## config.mk

```make
export PLATFORM = sky130hd
export DESIGN_NAME = imem_boot_loader
export DESIGN_NICKNAME = d
export VERILOG_FILES = /design/src/rtl/imem_boot_loader.sv
export SDC_FILE = /design/constraint.sdc
export NUM_CORES = 1
export LEC_CHECK = 0
export ABC_AREA = 1
export CAP_MARGIN = 20
export CELL_PAD_IN_SITES_DETAIL_PLACEMENT = 0
export CELL_PAD_IN_SITES_GLOBAL_PLACEMENT = 1
export CORE_UTILIZATION = 37
export CTS_CLUSTER_SIZE = 24
export DETAILED_ROUTE_END_ITERATION = 8
export PLACE_DENSITY_LB_ADDON = 0.1
export SYNTH_ARGS = -nofsm -noshare
export SYNTH_HDL_FRONTEND = slang
export SYNTH_SLANG_ARGS = --single-unit
```

## constraint.sdc

```tcl
create_clock -name clk -period 2.33 [get_ports clk]
set_input_delay 0.466 -clock clk [delete_from_list [all_inputs] [get_ports clk]]
set_output_delay 0.466 -clock clk [all_outputs]
set_load 0.005 [all_outputs]
```

## src/rtl/imem_boot_loader.sv

```systemverilog
// Boot loader: receives a length-prefixed little-endian byte image and writes it
// word by word into instruction BRAM, stalling the core until the image is complete.
module imem_boot_loader #(
   parameter int DATA_WIDTH = 32,
   parameter int ADDR_WIDTH = 32,
   parameter int MEM_WORDS  = 1024,
   parameter int BASE_ADDR  = 0
) (
   input  logic                  clk,
   input  logic                  rst,
   input  logic                  start,
   input  logic                  in_valid,
   input  logic [7:0]            in_data,
   output logic                  in_ready,
   output logic [ADDR_WIDTH-1:0] mem_w_addr,
   output logic [DATA_WIDTH-1:0] mem_w_dat,
   output logic                  mem_w_enb,
   output logic [3:0]            mem_byte_enb,
   output logic                  core_stall,
   output logic                  busy,
   output logic                  done,
   output logic                  error,
   output logic [15:0]           words_loaded
);

   typedef enum logic [2:0] {
      S_IDLE, S_LEN, S_LOAD, S_WRITE, S_DONE, S_ERROR
   } state_t;

   state_t                  state, state_next;
   logic [1:0]              byte_cnt;
   logic [31:0]             word_cnt;
   logic [DATA_WIDTH-1:0]   asm_word;
   logic                    accept;
   logic                    last_byte;
   logic [31:0]             len_full;
   logic [31:0]             written_next;

   assign accept       = in_valid && in_ready;
   assign last_byte    = accept && (byte_cnt == 2'd3);
   // Header shifts in from the top so the first byte lands in bits [7:0].
   assign len_full     = {in_data, word_cnt[31:8]};
   assign written_next = {16'd0, words_loaded} + 32'd1;

   always_ff @(posedge clk or negedge rst) begin
      if (!rst) state <= S_IDLE;
      else      state <= state_next;
   end

   always_comb begin
      state_next = state;
      case (state)
         S_IDLE, S_DONE, S_ERROR: if (start) state_next = S_LEN;
         S_LEN: begin
            if (last_byte) begin
               if (len_full == 32'd0)                 state_next = S_DONE;
               else if (len_full > 32'(MEM_WORDS))    state_next = S_ERROR;
               else                                   state_next = S_LOAD;
            end
         end
         S_LOAD:  if (last_byte) state_next = S_WRITE;
         S_WRITE: state_next = (written_next == word_cnt) ? S_DONE : S_LOAD;
         default: state_next = S_IDLE;
      endcase
   end

   always_ff @(posedge clk or negedge rst) begin
      if (!rst) begin
         byte_cnt     <= 2'd0;
         word_cnt     <= 32'd0;
         asm_word     <= '0;
         words_loaded <= 16'd0;
      end else begin
         case (state)
            S_IDLE, S_DONE, S_ERROR: begin
               if (start) begin
                  byte_cnt     <= 2'd0;
                  word_cnt     <= 32'd0;
                  words_loaded <= 16'd0;
               end
            end
            S_LEN: begin
               if (accept) begin
                  word_cnt <= len_full;
                  byte_cnt <= byte_cnt + 2'd1;
               end
            end
            S_LOAD: begin
               if (accept) begin
                  asm_word <= {in_data, asm_word[DATA_WIDTH-1:8]};
                  byte_cnt <= byte_cnt + 2'd1;
               end
            end
            S_WRITE: words_loaded <= written_next[15:0];
            default: ;
         endcase
      end
   end

   assign in_ready     = (state == S_LEN) || (state == S_LOAD);
   assign mem_w_enb    = (state == S_WRITE);
   assign mem_byte_enb = mem_w_enb ? 4'hF : 4'h0;
   assign mem_w_addr   = mem_w_enb ? ADDR_WIDTH'(BASE_ADDR) + ADDR_WIDTH'({words_loaded, 2'b00})
                                   : '0;
   assign mem_w_dat    = mem_w_enb ? asm_word : '0;
   assign core_stall   = (state != S_DONE);
   assign busy         = (state == S_LEN) || (state == S_LOAD) || (state == S_WRITE);
   assign done         = (state == S_DONE);
   assign error        = (state == S_ERROR);

endmodule

```

# [After elaboration in Yosys (flattened, before gate mapping)]
# Index checks and enable logic that the tools add are counted.
[totals] register_bits=85 inputBits=12 out_inout_bits=90 wordCells=55
[classes] addsub=2 n_lt_le_gt_ge=1 eq_ne=13 n_mux=18 n_reduce_logical=16
[ops] cell="32-bit two-way mux" count=3
[ops] cell="32-bit case mux with 2 select lines" count=1
[ops] cell="17-bit by 32-bit == test with 1-bit output" count=1
[ops] cell="32-bit by 11-bit greater-than comparator with 1-bit output (second input constant)" count=1
[ops] cell="32-bit zero test" count=1
[ops] cell="16-bit case mux with 2 select lines" count=1
[ops] cell="18-bit two-way mux" count=1
[ops] cell="3-bit two-way mux" count=6
[ops] cell="16-bit by 1-bit adder with 17-bit output (second input constant)" count=1
[ops] cell="16-bit two-way mux" count=1
[ops] cell="3-bit case mux with 4 select lines" count=1
[ops] cell="3-bit AND reduction" count=3
[ops] cell="2-bit != test (second input constant)" count=4
[ops] cell="3-bit by 2-bit == test with 1-bit output (second input constant)" count=2
[ops] cell="3-bit == test (second input constant)" count=2
[ops] cell="2-bit nonzero test" count=3
[ops] cell="2-bit two-way mux" count=2
[ops] cell="4-bit two-way mux" count=1
[ops] cell="2-bit case mux with 2 select lines" count=1
[ops] cell="2-bit AND reduction" count=2
[ops] cell="3-bit by 1-bit == test with 1-bit output (second input constant)" count=1
[ops] cell="3-bit zero test" count=1
[ops] cell="3-bit != test (second input constant)" count=1
[ops] cell="3-bit OR reduction" count=1
[ops] cell="other kinds (6)" count=8

# [Longest topological paths before layout]
# Gate-level depths: netlist of run 1.
[logic_depth] depth_word=6 ltp_mapped=16 depth_no_buf=16

# [Worst setup path after synthesis of run 1]
# Ideal clock, no wire load.
[synth_timing] kind="reg-to-output" start="register state[2]" end="output port mem_w_dat[22]" t_arrival_ns=1.513 required_ns=1.864 slack_ns=0.351 path_stages_with_launch=8 path_buffers=2 path_cell_list="dfrtp_1 -> nor2_1 -> inv_1 -> nor2_2 -> inv_2 -> buf_2 -> buf_2 -> nor2_1"
[synth_via] elab_chain_cells=2
[synth_rtl] item="start, declared" line_no="30" text="state_t state, state_next;"
[synth_rtl] item="start signal, assigned" line_no="47" text="else state <= state_next;"
[synth_rtl] item="3-bit by 2-bit == test with 1-bit output" line_no="101" text="assign mem_w_enb = (state == S_WRITE);"
[synth_rtl] item="net mem_w_enb" line_no="17" text="output logic mem_w_enb,"
[synth_rtl] item="32-bit two-way mux" line_no="105" text="assign mem_w_dat = mem_w_enb ? asm_word : '0;"
[synth_rtl] item="end, declared" line_no="16" text="output logic [DATA_WIDTH-1:0] mem_w_dat,"
# The timed path passes the listed nets, and every way through them passes these cells.

# [Final worst setup path of run 1]
[layout_timing] start="register state[0]" end="output port mem_w_dat[28]"
[layout_via] elab_chain_cells=2
[layout_rtl] item="3-bit by 2-bit == test with 1-bit output" line_no="101"
[layout_rtl] item="32-bit two-way mux" line_no="105"
# No other way between the ends.

==> summary.txt, run 1 <==
Drt
  • Routed vias/inst: between 4 and 5
  • DRT Pass-1 Iters: 5
  • WL per Instance: ~14 um
  • Final wirelength: about 13 mm
  • DR vias: 4362
  • Detailed router's first-iteration violation count: 282
  • Residual DRC: 0
  • Antenna Nets Post-Route: 0

Power
  • Maximum vdd drop: between 0.6 and 0.7 mV
  • Sequential share of power: 38.6%
  • Power Total: 5.62 mW
  • Reported net switching power: just under 2 mW
  • Share of total power in the clock network: between 30% and 40%
  • Pleak: approximately 3.1 nW
  • PwrDens: 927 nW/um2
  • P_int: roughly 3.7 mW
  • Switching share of power: 34.8%
  • Comb pwr share: 29.6%

Global routing
  • Largest net degree at the start of global routing: between 60 and 70
  • First-pass GRT wire length: 20.9 mm
  • Global route hottest layer: met2
  • Number of global-route vias before repair: between 4000 and 5000
  • Met1 Usage GRT: just under 30%
  • GRT met2 Usage: 31.1%
  • Antenna violations before repair: 0
  • GR Layer Usage met3: ~3.8%
  • GRT Total Usage: about a fifth
  • Grt total ovfl: 0

Layout
  • Final Core Density: between 40% and 50%
  • Layout cells sized above 1: between 10% and 20%
  • Design area: roughly 6000 um2
  • Diodes inserted: 0
  • FILL cells: about 1300
  • Layout Nets: ~750
  • Final non-filler cell total: between 900 and 1000
  • Area Growth Syn to Fin: 28.3%

Setup path
  • Largest delay share family, worst path: buffers and inverters
  • Worst R2R Setup Slack: 0.23 ns
  • Critical path depth: 9
  • End of the critical path: mem_w_dat[28]
  • CP arrival: approximately 1.9 ns
  • R2r startpoint: words_loaded[1]
  • Max stage delay cell, worst path: dfrtp_1
  • Buf/Inv on CP: 6
  • Worst Setup SP: state[0]
  • Setup CP Type: flip-flop to output port
  • CP Capture Type: output port
  • Worst r2r dst: state[1]
  • Type of origin of the critical path: flip-flop
  • Crit-path max FO: 29
  • Worst reg2reg path depth: 16
  • Worst path required time: between 1.5 and 2 ns
  • Largest stage delay, worst path: about 0.36 ns
  • Critical path, cell by cell: inv_2 > nor2_4 > inv_2 > nor2_4 > clkinv_4 > buf_4 > buf_12 > nor2_1 > dlygate4sd2_1

Die
  • I/O Pins: a little over 100
  • Die height: 115 um
  • Initial core utilization: about two fifths
  • Core area: roughly 12000 um2
  • Die Wd: around 110 um
  • Row Count: 40
  • Die Footprint: 13200 um2

CTS
  • Clk buf depth: 2
  • TritonCTS clock tree: built
  • CTS Hold Bufs: 0
  • Clock transition at path regs: about 0.060 ns
  • Clock latency on the worst-skew pair: 0.35 ns
  • Clock sink count: 85
  • CTS root buffer: clkbuf_16
  • H-tree lvl count: 3
  • CTS Buf Count: 9

STA
  • Final period utilization: 100%
  • Setup_tns: -0.0107 ns
  • Fin. Hold Viols: 0
  • WHS: roughly 0.047 ns
  • Minimum clock period: roughly 2.3 ns
  • Max Clk Rate: around 0.43 GHz
  • Post-route worst setup slack: -0.0107 ns
  • Final setup fails: 1
  • RSZ-0062 raised after global routing: yes
  • Slew Limit Fails: 0
  • Worst Skew: between 0.005 and 0.006 ns

Place
  • Post-Place Setup Slack: between 0.03 and 0.04 ns
  • Cells after DPL: between 800 and 900
  • Placer Congestion: ~0.8
  • Area post-placement: 5720 um2
  • Dpl hpwl: about 8.8 mm
  • IO buf count: 85

Synth
  • Top cells by area, synth: dfrtp_1, nand2_1, nand3_1, nor2_1, inv_1
  • Post-synth EDFFs: 0
  • Post-Syn Area: between 4000 and 5000 um2
  • Post-synth top cells: nand2_1, nand3_1, nor2_1
  • Synth Flop Type: dfrtp_1
  • Warnings from Yosys: 0
  • Sequential share of the synthesized area: a little under half
  • Yosys top cell area share: between 40% and 50%
  • Synth Instances: around 650
  • Flops & latches, synth: between 80 and 90
  • Distinct cells, synth: 28
  • Synth Area per Inst: ~7.3 um2
  • Asr flop ratio synth: 100%
  • Area leader, netlist: dfrtp_1
  • Most common cell in the netlist: nand2_1

Job
  • Max-cap violations: 0

Run status
  • Outcome: finished with violations
  • Failing checks: setup timing

Hold path
  • HP Class: input port to asynchronous set/reset pin
state kept, by name, indices dropped and copies added, names as in the netlist:
name          flops
byte_cnt          2
state             3
words_loaded     16
asm_word         32
word_cnt         32
area by class of cell:
cell class	count	area [um2]	area share, %
Multi-Input combinational cell	452	2130	35.2
Sequential cell	85	2130	35.1
Timing Repair Buffer	108	900	14.8
Inverter	84	320	5.28
Clock buffer	10	239	3.94
Tap cell	168	210	3.47
Clock inverter	6	134	2.21
what timing repair did:
item                       4_1_cts  5_1_grt
setup buffers                    1        9
setup endpoints to repair       55        9
resized for setup               65      107
pin swaps                        1        1
hold endpoints to repair         0        0
cloned                           0        1
power by group through the flow:
stage	combinational [mW]	sequential (mW)	clock, mW
after floorplan	1.12	2.11	0
after global placement	1.62	2.18	0
after detailed placement	1.63	2.19	0
after CTS	1.68	2.17	1.83
after global routing	1.90	2.22	1.89
final	1.66	2.17	1.79
cell families (layout without fill, tap and decap cells):
logic type | Yosys count | in the layout | synth area share, %
xor+xnor | 4 | 4 | 1.03
fa+ha+maj | 2 | 2 | 0.530
flops | 85 | 85 | 45.0
compound gates | 69 | 69 | 7.60
other cells | 1 | 16 | 0.0794
simple gates | 361 | 361 | 33.6
buf+inv | 129 | 208 | 12.2
cells in the final DEF (no fill, tap or decap):
cell type	n
nand4_1	10
nor4_1	2
o21ai_0	55
dfrtp_1	85
o22ai_1	9
nor2_8	1
nand2_1	150
dlymetal6s2s_1	7
inv_2	5
clkbuf_8	1
nand3b_1	1
buf_12	5
buf_8	1
clkinv_2	1
clkdlybuf4s15_1	1
xnor3_1	1
xor2_1	3
dlygate4sd2_1	1
nor2_2	8
nand3_1	90
nor2_4	9
ha_1	2
clkinv_4	2
clkdlybuf4s50_1	30
clkbuf_16	10
clkbuf_2	45
o31ai_1	1
o21ai_1	1
inv_1	78
nor3_1	1
nor2_1	78
bufinv_16	4
conb_1	16
a21oi_1	3
nand2_2	10
nand3_2	1
buf_4	17
worst min-delay path by stage:
stage	startpoint	end	slack [ns]	cells after the start
finish	rst	asm_word[1]	0.05	1
global route	rst	asm_word[3]	0.07	1
detailed placement	rst	asm_word[2]	0.43	1
floorplan	rst	asm_word[0]	0.17	0
global placement	rst	asm_word[2]	0.43	1
CTS	rst	word_cnt[3]	0.06	1
layer usage:
| layer | up-vias | wire (um) |
|---|---|---|
| met4 | 0 | 171 |
| met5 | - | 0 |
| met1 | 2037 | 6270 |
| met3 | 14 | 476 |
| met2 | 104 | 5950 |
| li1 | 2207 | - |
(Power assumes the default switching activity.)
==> run 2: changes to the inputs <==
--- a/config.mk
+++ b/config.mk
@@ -13,6 +13,7 @@
 export CTS_CLUSTER_SIZE = 24
 export DETAILED_ROUTE_END_ITERATION = 8
 export PLACE_DENSITY_LB_ADDON = 0.1
+export SKIP_CTS_REPAIR_TIMING = 1
 export SYNTH_ARGS = -nofsm -noshare
 export SYNTH_HDL_FRONTEND = slang
 export SYNTH_SLANG_ARGS = --single-unit
==> run 2 against run 1 <==
  * The flow still finishes with violations (setup timing)
  * Count of clock-buffer cells in the layout did not move
  * Cell count is the same
  * Worst hold slack improved by 0.0049 ns
  * Critical path depth is 2 lower
  * Wire length is 1.4% higher
  * Utilization up 2.7 points
  * Flip-flop and latch count is the same
  * Critical path type unchanged
  * Critical endpoint is now busy
==> summary.txt, run 2 (same netlist as run 1, synthesis figures left out) <==
Run status
  • Outcome: finished with violations
  • Failing checks: setup timing

Drt
  • Antenna Nets Post-Route: 0 (unchanged)
  • Routed vias/inst: 4.79 (+0.25%)
  • DRT Pass-1 Iters: 5 (unchanged)
  • Residual DRC: 0 (unchanged)
  • Detailed router's first-iteration violation count: 260 (-7.8%)
  • WL per Instance: 14.3 um (+1.4%)
  • Final wirelength: 13.1 mm (+1.4%)
  • DR vias: 4373 (+0.25%)

STA
  • Fin. Hold Viols: 0 (unchanged)
  • Slew Limit Fails: 0 (unchanged)
  • Post-route worst setup slack: -0.159 ns (-0.148 ns)
  • Max Clk Rate: 0.402 GHz (-5.9%)
  • Final period utilization: 107% (+6.4 points)
  • Worst Skew: 0.00565 ns (+0.000296 ns)
  • Final setup fails: 2 (+1)
  • RSZ-0062 raised after global routing: yes
  • Minimum clock period: 2.49 ns (+0.148 ns)

Place
  • Dpl hpwl: 8.85 mm (unchanged)
  • Area post-placement: 5720 um2 (unchanged)
  • IO buf count: 85 (unchanged)
  • Placer Congestion: 0.795 (unchanged)

Die
  • Die height: 115 um (unchanged)
  • Die Wd: 115 um (unchanged)
  • Die Footprint: 13200 um2 (unchanged)
  • Row Count: 40 (unchanged)
  • Core area: 12200 um2 (unchanged)
  • Initial core utilization: 38.7% (unchanged)
  • I/O Pins: 102 (unchanged)

Setup path
  • R2r startpoint: words_loaded[1]
  • Type of origin of the critical path: flip-flop
  • Critical path, cell by cell: nor2_4 > inv_2 > nor2_4 > clkinv_4 > clkbuf_16 > nand2_1 > clkdlybuf4s50_1
  • Worst path required time: 1.86 ns (about the same)
  • CP arrival: 2.02 ns (+0.15 ns)
  • Worst Setup SP: state[2]
  • Setup CP Type: flip-flop to output port
  • CP Capture Type: output port
  • Cell repeated most along the worst path: nor2_4
  • Largest delay share family, worst path: buffers and inverters
  • Critical path depth: 7 (-2)
  • Buf/Inv on CP: 4 (-2)
  • Max stage delay cell, worst path: clkdlybuf4s50_1
  • Worst reg2reg path depth: 16 (unchanged)
  • Largest stage delay, worst path: 0.49 ns (+0.13 ns)
  • Crit-path max FO: 13 (-55%)

Global routing
  • Number of global-route vias before repair: 3981 (-2.4%)
  • First-pass GRT wire length: 20.6 mm (-1.5%)
  • GRT Total Usage: 20.3% (-0.30 points)
  • Antenna violations before repair: 0 (unchanged)
  • Grt total ovfl: 0 (unchanged)
  • Largest net degree at the start of global routing: 65 (unchanged)

CTS
  • Clock latency on the worst-skew pair: 0.35 ns (about the same)
  • TritonCTS clock tree: built
  • Clock sink count: 85 (unchanged)
  • H-tree lvl count: 3 (unchanged)
  • CTS root buffer: clkbuf_16
  • CTS Buf Count: 9 (unchanged)
  • Clock transition at path regs: 0.06 ns (about the same)
  • Clk buf depth: 2 (unchanged)

Layout
  • Final Core Density: 52.3% (+2.7 points)
  • Most common cell after layout, fill and taps aside: nand2_1
  • Layout cells sized above 1: 10.2% (-5.9 points)
  • Diodes inserted: 0 (unchanged)
  • Top Registers: asm_word x32, word_cnt x32, words_loaded x16
  • Most frequent cells in the layout: nand2_1, nand3_1, dfrtp_1, inv_1, nor2_1
  • Area Growth Syn to Fin: 35.3%
  • Design area: 6390 um2 (+5.5%)
  • Layout Nets: 754 (unchanged)

Power
  • Power Total: 5.61 mW (-0.16%)
  • PwrDens: 878 nW/um2 (-5.3%)
  • Pleak: 3.85 nW (+23%)
  • Maximum vdd drop: 0.618 mV (+0.21%)

Hold path
  • HP Class: input port to asynchronous set/reset pin

Job
  • Max-cap violations: 0 (unchanged)
==> run 2: through the flow <==
stage | hold slack (ns) | worst slack, ns | TNS (ns) | std cells
6_report | 0.0521 | -0.159 | -0.262 | 913
5_1_grt | 0.0769 | -0.242 | -0.543 | 913
4_1_cts | 0.0564 | -0.350 | -15.25 | 903
3_5_place_dp | 0.429 | 0.0348 | 0 | 887
3_3_place_gp | 0.428 | 0.0872 | 0 | 887
2_1_floorplan | 0.170 | 0.351 | 0 | 666
==> run 2: cell type report <==
class / instances / area (um2)
fill: 1211 / 5820
sequential: 85 / 2130
multi-input combinational: 452 / 2130
timing repair buffer: 108 / 1230
inverter: 84 / 320
clock buffer: 10 / 239
tap: 168 / 210
clock inverter: 6 / 134
==> run 2: path summary, 6_finish.rpt <==
check | slack (ns) | endpoint
setup / recovery | -0.16 | busy
hold / removal | 0.05 | words_loaded[2]
setup reg to reg | 0.23 | state[1]
hold reg to reg | 0.48 | asm_word[21]
max in group asynchronous | 1.64 | state[2]
min in group clk | 0.48 | asm_word[21]
==> run 2: worst register-to-register path: stages, from the launching register on <==
cell and delay (ns):
dfrtp_1 0.45, ha_1 0.25, nand2_2 0.11, nor2_8 0.18, nand2_2 0.09, nand2_2 0.06
nand2_1 0.07, nand2_1 0.06, nand2_1 0.04, nor2_1 0.18, nand3_1 0.11, nor2_2 0.12
nand2_1 0.07, nand2_1 0.06, nand2_1 0.05, nand2_1 0.05, nand2_1 0.05
==> run 2: report_power, final <==
part | internal [mW] | total (mW) | switching [mW]
clock | 1.19 | 1.79 | 0.605
combinational | 0.579 | 1.65 | 1.07
sequential | 1.89 | 2.17 | 0.275
==> run 2: metal layers <==
| layer | part of all wire (%) | up-vias | track usage [%] |
|---|---|---|---|
| met1 | 49 | 2027 | 29.6 |
| li1 | - | 2209 | - |
| met2 | 45 | 120 | 30.2 |
| met5 | 0 | - | 0 |
| met3 | 4.4 | 17 | 3.80 |
| met4 | 1.4 | 0 | 6.75 |
==> run 3: changes to the inputs <==
--- a/config.mk
+++ b/config.mk
@@ -10,6 +10,7 @@
 export CELL_PAD_IN_SITES_DETAIL_PLACEMENT = 0
 export CELL_PAD_IN_SITES_GLOBAL_PLACEMENT = 1
 export CORE_UTILIZATION = 37
+export CTS_BUF_LIST = sky130_fd_sc_hd__clkbuf_16
 export CTS_CLUSTER_SIZE = 24
 export DETAILED_ROUTE_END_ITERATION = 8
 export PLACE_DENSITY_LB_ADDON = 0.1
==> run 3 against run 2 <==
  * The run still ends with setup timing left
  * Count of clock-buffer cells in the layout down 1
  * Total power down 0.60%
  * Critical path depth unchanged
  * Utilization down 0.082 points
  * Fmax up 0.13%
  * Global-route usage about the same
  * Sequential share of layout area up 0.052 points
  * Largest cell class unchanged
==> summary.txt, run 3 (same netlist as run 1, synthesis figures left out) <==
Drt
  • Residual DRC: 0 (unchanged)
  • Detailed router's first-iteration violation count: 264 (+1.5%)
  • Antenna Nets Post-Route: 0 (unchanged)
  • DR vias: 4339 (-0.78%)
  • Final wirelength: 13.1 mm (about the same)
  • Routed vias/inst: 4.75 (-0.78%)
  • WL per Instance: 14.3 um (about the same)
  • DRT Pass-1 Iters: 5 (unchanged)

Global routing
  • Grt total ovfl: 0 (unchanged)
  • Number of global-route vias before repair: 3987 (+0.15%)
  • First-pass GRT wire length: 20.6 mm (about the same)
  • Antenna violations before repair: 0 (unchanged)
  • Largest net degree at the start of global routing: 65 (unchanged)
  • GRT Total Usage: 20.3% (about the same)

STA
  • Slew Limit Fails: 0 (unchanged)
  • Minimum clock period: 2.49 ns (-0.00325 ns)
  • Final period utilization: 107% (-0.14 points)
  • Setup_tns: -0.256 ns (+0.00620 ns)
  • WHS: 0.0515 ns (-0.000651 ns)
  • Max Clk Rate: 0.402 GHz (+0.13%)
  • RSZ-0062 raised after global routing: yes
  • Worst Skew: 0.00623 ns (+0.000587 ns)
  • Final setup fails: 2 (unchanged)
  • Post-route worst setup slack: -0.155 ns (+0.00325 ns)
  • Fin. Hold Viols: 0 (unchanged)

Layout
  • Area Growth Syn to Fin: 35.1%
  • Most common cell after layout, fill and taps aside: nand2_1
  • Top Registers: asm_word x32, word_cnt x32, words_loaded x16
  • Final Core Density: 52.3% (-0.082 points)
  • Layout Nets: 754 (unchanged)
  • Diodes inserted: 0 (unchanged)
  • Register area: 2130 um2 (unchanged)
  • Most frequent cells in the layout: nand2_1, nand3_1, dfrtp_1, inv_1, nor2_1
  • Layout cells sized above 1: 10.1% (-0.13 points)
  • Area occupied by multi-input gates: 2130 um2 (unchanged)
  • FILL cells: 1211 (unchanged)

Die
  • Row Count: 40 (unchanged)
  • Die height: 115 um (unchanged)
  • Core area: 12200 um2 (unchanged)
  • Die Footprint: 13200 um2 (unchanged)
  • Die Wd: 115 um (unchanged)
  • I/O Pins: 102 (unchanged)
  • Initial core utilization: 38.7% (unchanged)

Setup path
  • R2r startpoint: words_loaded[1]
  • Largest stage delay, worst path: 0.49 ns (about the same)
  • Type of origin of the critical path: flip-flop
  • Worst R2R Setup Slack: 0.23 ns (about the same)
  • Setup CP Type: flip-flop to output port
  • CP arrival: 2.02 ns (about the same)
  • Crit-path max FO: 13 (unchanged)
  • Critical path, cell by cell: nor2_4 > inv_2 > nor2_4 > clkinv_4 > clkbuf_16 > nand2_1 > clkdlybuf4s50_1
  • Max stage delay cell, worst path: clkdlybuf4s50_1
  • CP Capture Type: output port
  • Worst reg2reg path depth: 16 (unchanged)
  • Cell repeated most along the worst path: nor2_4
  • Worst r2r dst: state[1]
  • Worst path required time: 1.86 ns (about the same)

CTS
  • Clock sink count: 85 (unchanged)
  • Clk buf depth: 2 (unchanged)
  • H-tree lvl count: 3 (unchanged)
  • CTS root buffer: clkbuf_16
  • CTS Buf Count: 9 (unchanged)
  • TritonCTS clock tree: built
  • Clock transition at path regs: 0.06 ns (about the same)
  • Clock latency on the worst-skew pair: 0.35 ns (about the same)

Hold path
  • HP Class: input port to asynchronous set/reset pin

Place
  • Placer Congestion: 0.795 (unchanged)
  • IO buf count: 85 (unchanged)
  • Dpl hpwl: 8.85 mm (unchanged)

Power
  • PwrDens: 874 nW/um2 (-0.45%)
  • Maximum vdd drop: 0.615 mV (-0.56%)
  • Power Total: 5.58 mW (-0.60%)
  • Pleak: 3.84 nW (-0.15%)

Job
  • Max-cap violations: 0 (unchanged)

Run status
  • Outcome: finished with violations
  • Failing checks: setup timing
[run 3: changes by cell type in the layout (fill, tap and decap cells not counted), sizes merged]
cell | previous run | this run
clkinv | 3 | 4
clkbuf | 15 | 14
[run 3: worst max-delay path by stage]
stage | start | endpoint | cells past startpoint
finish | state[2] | busy | 7
global route | state[1] | busy | 7
CTS | state[2] | mem_w_addr[10] | 7
detailed placement | state[2] | mem_w_addr[10] | 7
global placement | state[2] | mem_w_dat[24] | 7
floorplan | state[2] | mem_w_dat[22] | 7
[run 3: power by group]
| part | switching, mW | internal [mW] | leakage, nW |
|---|---|---|---|
| Sequential | 0.277 | 1.89 | 1.10 |
| Clock | 0.603 | 1.15 | 0.177 |
| Combinational | 1.07 | 0.579 | 2.56 |
| Total | 1.95 | 3.62 | 3.84 |
[run 3: layout make-up]
cell class                      count  area share, %
Clock inverter                      7           2.16
Timing Repair Buffer              108           19.4
Clock buffer                        9           3.53
Tap cell                          168           3.29
Sequential cell                    85           33.3
Multi-Input combinational cell    452           33.3
Inverter                           84           5.02
[run 3: stage by stage]
step	std cells	setup WS [ns]	instance area, um2
floorplan	666	0.351	4780
global placement	887	0.0872	5720
detailed placement	887	0.0348	5720
CTS	903	-0.350	6080
global route	913	-0.243	6380
finish	913	-0.155	6380
[run 3: worst max-delay path: cells and delay by family (launching register included)]
family,cells,cell delay (ns)
buf+inv,4,0.91
flops,1,0.44
simple gates,3,0.32
[run 3: per-layer routing]
| layer | GRT usage [%] | wire length [um] | vias up |
|---|---|---|---|
| li1 | - | - | 2210 |
| met1 | 29.6 | 6420 | 2020 |
| met2 | 30.2 | 5940 | 94 |
| met3 | 3.80 | 516 | 15 |
| met4 | 6.75 | 176 | 0 |
| met5 | 0 | 0 | - |
